## src/rtl/mod_counter_pkg.sv

```systemverilog
// Shared types and defaults for the MOD counter sequencer.
// Holds the sequencer state enum and default sizing constants.
package mod_counter_pkg;

  localparam int WIDTH_DEF      = 8;
  localparam int HS_TIMEOUT_DEF = 4;

  typedef enum logic [2:0] {
    IDLE,
    LOAD,
    START,
    WAIT_RUN,
    RUN,
    STOP,
    WAIT_HALT,
    DONE
  } seq_state_t;

endpackage

```

## src/rtl/mod_counter_sequencer_handshake_timer.sv

```systemverilog
// Handshake down-counter: loaded on wait-state entry, flags expiry.
// Ports: clk, rst_n, load (reload pulse), expired (count reached 0).
module handshake_timer
  import mod_counter_pkg::*;
#(
  parameter int TIMEOUT = HS_TIMEOUT_DEF
) (
  input  logic clk,
  input  logic rst_n,
  input  logic load,
  output logic expired
);

  localparam int CW = (TIMEOUT > 1) ? $clog2(TIMEOUT) : 1;

  logic [CW-1:0] cnt_q;

  // Loaded with TIMEOUT-1 so expiry is seen in the
  // TIMEOUT-th cycle of the wait state.
  always_ff @(posedge clk or negedge rst_n) begin
    if (!rst_n) begin
      cnt_q <= '0;
    end else if (load) begin
      cnt_q <= CW'(TIMEOUT - 1);
    end else if (cnt_q != '0) begin
      cnt_q <= cnt_q - 1'b1;
    end
  end

  assign expired = (cnt_q == '0);

endmodule

```

## src/rtl/mod_counter_sequencer.sv

```systemverilog
// Command sequencer driving the MOD counter through load/start/stop.
// Ports: run request/abort in, counter flags in, commands/status out.
module mod_counter_sequencer
  import mod_counter_pkg::*;
#(
  parameter int WIDTH             = WIDTH_DEF,
  parameter int HANDSHAKE_TIMEOUT = HS_TIMEOUT_DEF
) (
  input  logic             Clk_In,
  input  logic             Reset_n_In,
  input  logic             Run_Request_In,
  input  logic             Abort_In,
  input  logic [WIDTH-1:0] Preload_Value_In,
  input  logic [WIDTH-1:0] MOD_Value_In,
  input  logic [WIDTH-1:0] Rollover_Target_In,
  input  logic             Counter_Running_Flag_In,
  input  logic             Counter_Rollover_Flag_In,
  output logic             Enable_Out,
  output logic             Start_Counter_Command_Out,
  output logic             Stop_Counter_Command_Out,
  output logic             Load_Counter_Value_Command_Out,
  output logic [WIDTH-1:0] Preload_Counter_Value_Out,
  output logic [WIDTH-1:0] MOD_Value_Out,
  output logic             Ready_Out,
  output logic             Done_Out,
  output logic             Error_Out,
  output logic [WIDTH-1:0] Rollover_Count_Out
);

  seq_state_t       state_q, state_d;
  logic             en_q;
  logic             err_q, err_d;
  logic [WIDTH-1:0] cnt_q, cnt_d;
  logic [WIDTH-1:0] pre_q, pre_d;
  logic [WIDTH-1:0] mod_q, mod_d;
  logic [WIDTH-1:0] tgt_q, tgt_d;
  logic [WIDTH-1:0] cnt_inc;
  logic             accept;
  logic             tmr_load;
  logic             tmr_expired;

  handshake_timer #(
    .TIMEOUT (HANDSHAKE_TIMEOUT)
  ) u_timer (
    .clk     (Clk_In),
    .rst_n   (Reset_n_In),
    .load    (tmr_load),
    .expired (tmr_expired)
  );

  // START and STOP are the only ways into the two wait states.
  assign tmr_load = (state_q == START) || (state_q == STOP);

  assign Ready_Out = (state_q == IDLE) && en_q;
  assign accept    = Run_Request_In && Ready_Out && !Abort_In;
  assign cnt_inc   = (&cnt_q) ? cnt_q : cnt_q + 1'b1;

  always_ff @(posedge Clk_In or negedge Reset_n_In) begin
    if (!Reset_n_In) begin
      state_q <= IDLE;
      en_q    <= 1'b0;
      err_q   <= 1'b0;
      cnt_q   <= '0;
      pre_q   <= '0;
      mod_q   <= '0;
      tgt_q   <= '0;
    end else begin
      state_q <= state_d;
      en_q    <= 1'b1;
      err_q   <= err_d;
      cnt_q   <= cnt_d;
      pre_q   <= pre_d;
      mod_q   <= mod_d;
      tgt_q   <= tgt_d;
    end
  end

  always_comb begin
    state_d = state_q;
    err_d   = err_q;
    cnt_d   = cnt_q;
    pre_d   = pre_q;
    mod_d   = mod_q;
    tgt_d   = tgt_q;
    unique case (state_q)
      IDLE: begin
        if (accept) begin
          if (MOD_Value_In != '0) begin
            pre_d   = Preload_Value_In;
            mod_d   = MOD_Value_In;
            tgt_d   = Rollover_Target_In;
            cnt_d   = '0;
            err_d   = 1'b0;
            state_d = LOAD;
          end else begin
            err_d = 1'b1;
          end
        end
      end
      LOAD:  state_d = Abort_In ? STOP : START;
      START: state_d = Abort_In ? STOP : WAIT_RUN;
      WAIT_RUN: begin
        if (Abort_In) begin
          state_d = STOP;
        end else if (Counter_Running_Flag_In) begin
          state_d = RUN;
        end else if (tmr_expired) begin
          err_d   = 1'b1;
          state_d = STOP;
        end
      end
      RUN: begin
        if (Counter_Rollover_Flag_In) begin
          cnt_d = cnt_inc;
          if (tgt_q != '0 && cnt_inc == tgt_q) begin
            state_d = STOP;
          end
        end
        if (Abort_In) begin
          state_d = STOP;
        end
      end
      STOP: state_d = WAIT_HALT;
      WAIT_HALT: begin
        if (!Counter_Running_Flag_In) begin
          state_d = DONE;
        end else if (tmr_expired) begin
          err_d   = 1'b1;
          state_d = DONE;
        end
      end
      DONE:    state_d = IDLE;
      default: state_d = IDLE;
    endcase
  end

  assign Enable_Out                     = en_q;
  assign Load_Counter_Value_Command_Out = (state_q == LOAD);
  assign Start_Counter_Command_Out      = (state_q == START);
  assign Stop_Counter_Command_Out       = (state_q == STOP);
  assign Done_Out                       = (state_q == DONE);
  assign Error_Out                      = err_q;
  assign Rollover_Count_Out             = cnt_q;
  assign Preload_Counter_Value_Out      = pre_q;
  assign MOD_Value_Out                  = mod_q;

endmodule
```

## config.mk

```make
export PLATFORM = sky130hd
export DESIGN_NAME = mod_counter_sequencer
export DESIGN_NICKNAME = d
export VERILOG_FILES = /design/src/rtl/mod_counter_pkg.sv /design/src/rtl/mod_counter_sequencer_handshake_timer.sv /design/src/rtl/mod_counter_sequencer.sv
export SDC_FILE = /design/constraint.sdc
export NUM_CORES = 1
export LEC_CHECK = 0
export CORE_MARGIN = 1
export CORE_UTILIZATION = 51
export CTS_CLUSTER_DIAMETER = 150
export DETAILED_ROUTE_END_ITERATION = 10
export PLACE_DENSITY_LB_ADDON = 0.2
export SLEW_MARGIN = 20
export SYNTH_ARGS = -nofsm -noshare
export SYNTH_HDL_FRONTEND = slang
export SYNTH_SLANG_ARGS = --single-unit
```

## constraint.sdc

```tcl
create_clock -name Clk_In -period 5.1 [get_ports Clk_In]
set_clock_uncertainty 0.05 [all_clocks]
set_input_delay 1.02 -clock Clk_In [delete_from_list [all_inputs] [get_ports Clk_In]]
set_output_delay 1.02 -clock Clk_In [all_outputs]
set_load 0.01 [all_outputs]
```

# After elaboration in Yosys (flattened, before gate mapping)
# Index checks and enable logic that the tools add are counted.
dict set report word_totals {
  register_bits 39
  inputBits 30
  output_inout_bits 31
  word_cells 74
}
dict set report classes {
  add_sub_neg 2
  reduce_logical 19
  n_mux 27
  eq_ne 18
}
# cell n
set op_table {}
lappend op_table {{$mux 3} 12}
lappend op_table {{$mux 8} 4}
lappend op_table {{$pmux 3 s8} 1}
lappend op_table {{$pmux 8 s2} 1}
lappend op_table {{$reduce_bool 8->1} 2}
lappend op_table {{$eq 3x3->1 const B} 4}
lappend op_table {{$ne 2x2->1 const B} 5}
lappend op_table {{$ne 3x3->1 const B} 3}
lappend op_table {{$add 8x1->8 const B} 1}
lappend op_table {{$eq 8x8->1} 1}
lappend op_table {{$reduce_and 8->1} 1}
lappend op_table {{$eq 3x2->1 const B} 2}
lappend op_table {{$mux 1} 6}
lappend op_table {{$reduce_and 6->1} 1}
lappend op_table {{$reduce_bool 2->1} 3}
lappend op_table {{$reduce_and 5->1} 1}
lappend op_table {{$logic_and 1x1->1} 4}
lappend op_table {{$mux 2} 2}
lappend op_table {{$ne 4x4->1 const B} 1}
lappend op_table {{$reduce_and 4->1} 1}
lappend op_table {{$eq 3x1->1 const B} 1}
lappend op_table {{$logic_not 3->1} 1}
lappend op_table {{$pmux 1 s3} 1}
lappend op_table {{$reduce_and 3->1} 1}
lappend op_table {{6 further kinds} 6}

# Logic depth before layout (Yosys ltp)
# Gate-level depths: netlist of run 1.
dict set report logic_depth {
  word_depth 8
  mapped_depth 9
  depth_no_buf 8
}

# Hierarchy
# Synthesis of run 1 repeated with hierarchy kept, for this count alone.
dict set report hier_totals {
  cells_unflattened 212
  hier_area_um2 2157.1
}
# mod area_each_um2 seq_area_each_um2 instances cells_each
set by_module_without_submodules {}
lappend by_module_without_submodules {mod_counter_sequencer 2059.5 925.9 1 203}
lappend by_module_without_submodules {handshake_timer 97.6 50.0 1 9}

# Worst setup path after synthesis of run 1
# OpenSTA, ideal clock, no wires.
dict set report synth_timing {
  kind {input -> register}
  from {input Abort_In}
  to {register state_q[0]}
  stages 7
  arrival_ns 2.644
  path_buffers 1
  setup_ns 0.104
  setup_slack_ns 2.302
  required_ns 4.946
  path_cell_list {nor2_1 > and4_1 > buf_6 > nand2_4 > a221o_1 > or4_1 > o41ai_2}
}
dict set report synth_via {
  elab_chain_cells 4
  word_cells_on_any_way 11
  cone_classes {4 x eq/ne; 4 x mux; 3 x reduce/logical}
}
# element line
set synth_rtl {}
lappend synth_rtl {{start: declaration} mod_counter_sequencer.sv:12} ;# input logic Abort_In,
lappend synth_rtl {{$logic_not 1->1} mod_counter_sequencer.sv:55} ;# assign accept = Run_Request_In && Ready_Out && !Abort_In;
lappend synth_rtl {{$logic_and 1x1->1} mod_counter_sequencer.sv:55}
lappend synth_rtl {{$ne 2x2->1 (no source line)} n/a}
lappend synth_rtl {{$reduce_and 6->1 (no source line)} n/a}
lappend synth_rtl {{end signal: assignment} mod_counter_sequencer.sv:68} ;# state_q <= state_d;
lappend synth_rtl {{end: declaration} mod_counter_sequencer.sv:30} ;# seq_state_t state_q, state_d;
# Parallel ways exist; a longest one is shown, timed or not.
# A chain may end at the register's enable or synchronous reset.

# Final worst setup path of run 1
# Same ends and word-level chain as after synthesis.

==> flow_summary.json, run 1 <==
{
  "wl_mm": 5.12,
  "synth-compound-area-share": 0.165,
  "sw_frac_of_total": 0.377,
  "synth_seq_cells": 39,
  "synth_top_area_frac": 0.450,
  "r2r-end": "state_q[0]$_DFFE_PN0P_",
  "internal_power_mw": 0.965,
  "crit_start": "Abort_In",
  "dp_hpwl_mm": 3.64,
  "synth_adder_area_share": 0.0115,
  "max-clock-path-buffers": 2,
  "fp-row-count": 23,
  "yosysTopAreaCell": "dfrtp_1",
  "antenna_found_initial": 0,
  "outcome": "completed",
  "fp.dieW_um": 67.2,
  "synth_edf_count": 0,
  "vias": 2000,
  "ys.flop_type": "dfrtp_1",
  "holdPathStages": 2,
  "hold_path.class": "register to register",
  "cts.htree.levels": 2,
  "cts_resized": 0,
  "power_leakage_nw": 1.29,
  "avgSynthCellArea_sq_um": 8.53,
  "seqPwrFrac": 0.386,
  "dr_wl_met3_um": 346,
  "via_per_inst": 5.59,
  "clockPowerShare": 0.167,
  "start_kind": "primary input",
  "cts_hold_buf": 0,
  "root_buffer": "clkbuf_8",
  "seq_area_frac_synth": 0.450,
  "start_util": 0.538,
  "cts_tree": "built",
  "drt_iter0_markers": 185,
  "slowest_stage": "or4_1",
  "min_to": "Preload_Counter_Value_Out[4]$_DFFE_PN0P_",
  "timing.rr.start": "state_q[0]$_DFFE_PN0P_",
  "top_layer_used": "met4",
  "synthesis.area_sq_mm": 0.00217,
  "grt_pass1_wl_mm": 8.67,
  "postCtsSetupBuffers": 0,
  "synth.area.top_cells": "dfrtp_1 (45%), nand2_1 (13%), nor2_1 (3.5%)",
  "drive_gt1_frac": 0.0649,
  "dr.pass1.iters": 4,
  "rsz0062_at_grt": "false",
  "grt_max_degree": 40,
  "yosys-mux-area-fraction": 0.0150,
  "synth_cell_types": 56,
  "hold_violations": 0,
  "gr-usage-all-layers": 0.259,
  "portBuffers": 60,
  "ys.warnings.count": 0,
  "nNetsFinal": 339,
  "rrSetupSlack_ns": 2.30,
  "wl_met1_mm": 2.25,
  "clock-sinks": 39,
  "crit_chain": "clkdlybuf4s50_1, nor2_1, and4_1, nand2_4, a221o_1, or4_1, o41ai_2",
  "cpPeakStageDelay_ns": 0.53,
  "slew_headroom": 0.439,
  "syn_to_final_growth_pct": 32.3,
  "drc": 0,
  "grt_pass1_vias": 1870,
  "vdd_drop_max_mv": 0.310,
  "synth_fp_nets": 286,
  "ys_async_sr_fraction": 1.00,
  "p_switching_mw": 0.584,
  "wl_met2_mm": 2.42,
  "holdWs_ns": 0.426,
  "p_comb_frac": 0.448,
  "worst_pin_slew_ns": 0.842,
  "wl_per_cell_um": 14.3,
  "die_h_um": 67.2,
  "crit_path_max_fanout": 25,
  "clk_latency_ns": 0.29,
  "io-pin-count": 61,
  "num_antenna_cells": 0,
  "hp-start": "Preload_Counter_Value_Out[4]$_DFFE_PN0P_",
  "period_share": 0.663,
  "fin_util": 0.712,
  "fillers": 334,
  "setup_viol_count_final": 0,
  "r2r_cells": 6,
  "cts_buffers": 5,
  "synth_xor_area_frac": 0.0202,
  "worstSetupEndpointType": "register",
  "path_clk_slew_ns": 0.08,
  "dieArea_sq_mm": 0.00451,
  "synthCells": 254,
  "power_density_mw_per_mm2": 540,
  "grt_overflow": 0,
  "cp.arrival_ns": 3.53,
  "worst_ep_required_time_ns": 5.25,
  "tns_ns": 0,
  "drv_slew": 0,
  "fmax_ghz": 0.296,
  "cap_violations": 0,
  "finalPower_mw": 1.55,
  "synth_top_family_by_area": "simple AND/OR/NAND/NOR gates",
  "period_needed_ns": 3.38,
  "gp_congestion": 0.932,
  "synth_simple_gate_area_share": 0.288,
  "antenna_left": 0,
  "core_sq_mm": 0.00403,
  "critPathKind": "primary input to register"
}
## power groups by stage
stage | Clock (mW) | Sequential, mW | Combinational (mW)
after floorplan | 0 | 0.582 | 0.396
final | 0.258 | 0.597 | 0.693
after global placement | 0 | 0.596 | 0.672
after CTS | 0.262 | 0.595 | 0.698
after global routing | 0.276 | 0.621 | 0.766
after detailed placement | 0 | 0.596 | 0.688
## state kept, by name, indices dropped and copies added, names as in the netlist
| name | count |
|---|---|
| MOD_Value_Out | 8 |
| Preload_Counter_Value_Out | 8 |
| Rollover_Count_Out | 8 |
| tgt_q | 8 |
| state_q | 3 |
| u_timer.cnt_q | 2 |
| Enable_Out | 1 |
| Error_Out | 1 |
## routing by layer
metal	up-vias	global-route usage
li1	994	-
met5	-	0
met2	67	0.403
met3	9	0.0591
met1	930	0.351
met4	0	0.0984
## cell type report
class                   count  area [sq um]  share of cell area
flip-flops and latches     39           976               0.340
clock buffers               5          68.8              0.0240
repair buffers             61           603               0.210
well taps                  50          62.6              0.0218
inverters                   6          22.5             0.00785
multi-input cells         194          1090               0.380
clock inverters             3          43.8              0.0153
## critical path: cells and delay by family
| family | cells | cell delay [ns] |
|---|---|---|
| AND/OR/NAND/NOR | 4 | 1.34 |
| AO/OA/AOI/OAI | 2 | 0.69 |
| buffers and inverters | 1 | 0.47 |
## cells in the final DEF (no fill, tap or decap), types with 2 or more instances in the layout
| master | instances |
|---|---|
| xor2_1 | 3 |
| nand3_1 | 7 |
| nand2_1 | 74 |
| xnor2_1 | 2 |
| clkdlybuf4s50_1 | 59 |
| mux2_2 | 2 |
| o21ai_1 | 4 |
| clkbuf_8 | 5 |
| a21oi_1 | 7 |
| a221o_1 | 3 |
| nand4_1 | 3 |
| a311oi_1 | 2 |
| nor4_1 | 3 |
| a22o_1 | 4 |
| o21a_1 | 2 |
| nor2_1 | 20 |
| ha_1 | 2 |
| o21ai_0 | 5 |
| o22ai_1 | 2 |
| dfrtp_1 | 39 |
| nand2b_1 | 4 |
| nor3_1 | 2 |
| and3_1 | 6 |
| or4_1 | 2 |
| and2_1 | 3 |
| o211ai_1 | 2 |
| a31oi_1 | 2 |
| inv_1 | 6 |
| and4_1 | 2 |
## logic make-up after synthesis
group                    count (synthesis)
other                                    1
adder cells (fa/ha/maj)                  2
XOR/XNOR                                 5
AND/OR/NAND/NOR                        135
multiplexers                             3
buffers and inverters                   21
AO/OA/AOI/OAI                           48
flip-flops                              39
## worst max-delay path by stage
stage	end	slack (ns)	depth (start not counted)
floorplan	state_q[0]$_DFFE_PN0P_	2.30	7
global placement	state_q[0]$_DFFE_PN0P_	1.47	7
detailed placement	state_q[0]$_DFFE_PN0P_	1.43	7
CTS	state_q[0]$_DFFE_PN0P_	1.73	7
global route	state_q[0]$_DFFE_PN0P_	1.56	7
finish	state_q[0]$_DFFE_PN0P_	1.72	7
## metrics by stage
step / std cells / instance area [sq um] / setup WS, ns
final: 358 / 2870 / 1.72
after global routing: 358 / 2870 / 1.56
after CTS: 358 / 2870 / 1.73
after detailed placement: 350 / 2760 / 1.43
after global placement: 350 / 2760 / 1.47
after floorplan: 254 / 2170 / 2.30
## synth_stat cells, types with 4 or more instances
library cell	instances
o21ai_1	4
buf_2	5
o21ai_0	5
a21oi_1	8
inv_1	6
nand2_1	74
clkbuf_1	7
nand2b_1	4
and3_1	6
a22o_1	4
nand3_1	7
nor2_1	20
dfrtp_1	39
Note: power is estimated with default switching activity, not from simulation.
==> run 2: changes to the inputs <==
--- a/config.mk
+++ b/config.mk
@@ -6,7 +6,7 @@
 export NUM_CORES = 1
 export LEC_CHECK = 0
 export CORE_MARGIN = 1
-export CORE_UTILIZATION = 51
+export CORE_UTILIZATION = 48
 export CTS_CLUSTER_DIAMETER = 150
 export DETAILED_ROUTE_END_ITERATION = 10
 export PLACE_DENSITY_LB_ADDON = 0.2
==> constraint.sdc (replaced) <==
create_clock -name Clk_In -period 3.4 [get_ports Clk_In]
set_clock_uncertainty 0.05 [all_clocks]
set_input_delay 0.68 -clock Clk_In [delete_from_list [all_inputs] [get_ports Clk_In]]
set_output_delay 0.68 -clock Clk_In [all_outputs]
set_load 0.01 [all_outputs]
==> flow_summary.json, run 2 (synthesis gave the netlist of run 1 again) <==
{
  "portBuffers": 60,
  "vdd_drop_max_mv": 0.400,
  "vias": 2020,
  "outcome": "completed",
  "cp.buffers_inverters": 1,
  "path_clk_slew_ns": 0.08,
  "period_share": 0.846,
  "worst_slack_ns": 0.525,
  "top_layer_used": "met4",
  "drive_gt1_frac": 0.0619,
  "wl_met1_mm": 2.34,
  "cp_top_family": "simple AND/OR/NAND/NOR gates",
  "final_common_cell": "nand2_1",
  "slew_headroom": 0.316,
  "worst_pin_slew_ns": 1.03,
  "max-clock-path-buffers": 2,
  "critPathKind": "primary input to register",
  "seqPwrFrac": 0.387,
  "grt_pass1_vias": 1960,
  "die_h_um": 69.2,
  "dp_hpwl_mm": 3.56,
  "place_ws_ns": 0.230,
  "setup_viol_count_final": 0,
  "start_util": 0.498,
  "cts.htree.levels": 2,
  "dr.pass1.iters": 4,
  "clockPowerShare": 0.164,
  "cts_hold_buf": 0,
  "dr_wl_met3_um": 315,
  "start_kind": "primary input",
  "fp.dieW_um": 69.2,
  "cap_violations": 0,
  "fp-row-count": 24,
  "clk_latency_ns": 0.29,
  "drv_slew": 0,
  "dieArea_sq_mm": 0.00479,
  "crit_path_max_fanout": 9,
  "nNetsFinal": 339,
  "worst_ep_required_time_ns": 3.54,
  "antenna_found_initial": 0,
  "syn_to_final_growth_pct": 32.2,
  "power_leakage_nw": 1.28,
  "final_cell_mix": "nand2_1 (74), clkdlybuf4s50_1 (59), dfrtp_1 (39)",
  "antenna_left": 0,
  "cp.arrival_ns": 3.01,
  "drt_iter0_markers": 177,
  "rsz0062_at_grt": "false",
  "wl_met2_mm": 2.35,
  "io-pin-count": 61,
  "power_density_mw_per_mm2": 804,
  "sw_frac_of_total": 0.374,
  "gr-usage-all-layers": 0.225,
  "root_buffer": "clkbuf_8",
  "fmax_ghz": 0.348,
  "internal_power_mw": 1.44,
  "cpPeakStageDelay_ns": 0.54,
  "holdWs_ns": 0.431,
  "worstSetupEndpointType": "register",
  "crit_chain": "clkdlybuf4s50_1, nor2_1, and4_1, nand2_4, a221o_1, or4_1, o41ai_2",
  "grt_pass1_wl_mm": 8.81,
  "gp_congestion": 0.903,
  "slowest_stage": "or4_1",
  "clock-sinks": 39,
  "cts_resized": 0,
  "postCtsSetupBuffers": 0,
  "cts_buffers": 5,
  "num_antenna_cells": 0,
  "hold_path.class": "register to register",
  "hold_violations": 0,
  "cts_tree": "built",
  "p_switching_mw": 0.860,
  "fillers": 353,
  "grt_max_degree": 40,
  "drc": 0,
  "wl_mm": 5.08,
  "via_per_inst": 5.63,
  "period_needed_ns": 2.88,
  "p_comb_frac": 0.449,
  "grt_overflow": 0,
  "tns_ns": 0,
  "wl_per_cell_um": 14.1,
  "core_sq_mm": 0.00435
}
-- run 2: per-stage QoR --
stage / instance area, sq um / power [mW] / instances / util
after floorplan: 2170 / 1.47 / 254 / -
after global placement: 2760 / 1.90 / 352 / 0.633
after detailed placement: 2760 / 1.92 / 352 / 0.633
after CTS: 2860 / 2.31 / 359 / 0.658
after global routing: 2860 / 2.47 / 359 / 0.658
final: 2860 / 2.30 / 359 / 0.658
-- run 2: final cells by class --
| class | instances | area [sq um] | share of cell area |
|---|---|---|---|
| Clock buffer | 5 | 68.8 | 0.0240 |
| Clock inverter | 2 | 37.5 | 0.0131 |
| Inverter | 6 | 22.5 | 0.00786 |
| Multi-Input combinational cell | 194 | 1090 | 0.381 |
| Sequential cell | 39 | 976 | 0.341 |
| Tap cell | 52 | 65.1 | 0.0227 |
| Timing Repair Buffer | 61 | 603 | 0.211 |
-- run 2: power groups by stage --
stage          Sequential (mW)  Clock [mW]  Combinational, mW
2_1_floorplan            0.873           0              0.594
6_report                 0.890       0.378               1.03
3_5_place_dp             0.893           0               1.03
4_1_cts                  0.888       0.383               1.04
3_3_place_gp             0.892           0               1.01
5_1_grt                  0.928       0.406               1.14
-- run 2: final timing paths --
check / from / endpoint / slack (ns) / depth (start not counted)
worst min register to register: Preload_Counter_Value_Out[1]$_DFFE_PN0P_ / Preload_Counter_Value_Out[1]$_DFFE_PN0P_ / 0.43 / 2
max in group asynchronous: Reset_n_In / MOD_Value_Out[0]$_DFFE_PN0P_ / 2.31 / 1
worst min-delay path: Preload_Counter_Value_Out[1]$_DFFE_PN0P_ / Preload_Counter_Value_Out[1]$_DFFE_PN0P_ / 0.43 / 2
worst max-delay path: Abort_In / state_q[0]$_DFFE_PN0P_ / 0.52 / 7
min in group asynchronous: Reset_n_In / Preload_Counter_Value_Out[5]$_DFFE_PN0P_ / 0.45 / 1
worst max register to register: Rollover_Count_Out[0]$_DFFE_PN0P_ / state_q[0]$_DFFE_PN0P_ / 0.76 / 7
-- run 2: routing by layer --
layer,GRT usage,up-vias
li1,-,993
met1,0.314,946
met2,0.333,73
met3,0.0567,8
met4,0.0975,0
met5,0,-
-- run 2: tightest hold or removal path, delay by kind of cell (launching register included) --
| kind | cells | cell delay (ns) |
|---|---|---|
| AND/OR/NAND/NOR | 2 | 0.10 |
| flip-flops | 1 | 0.35 |
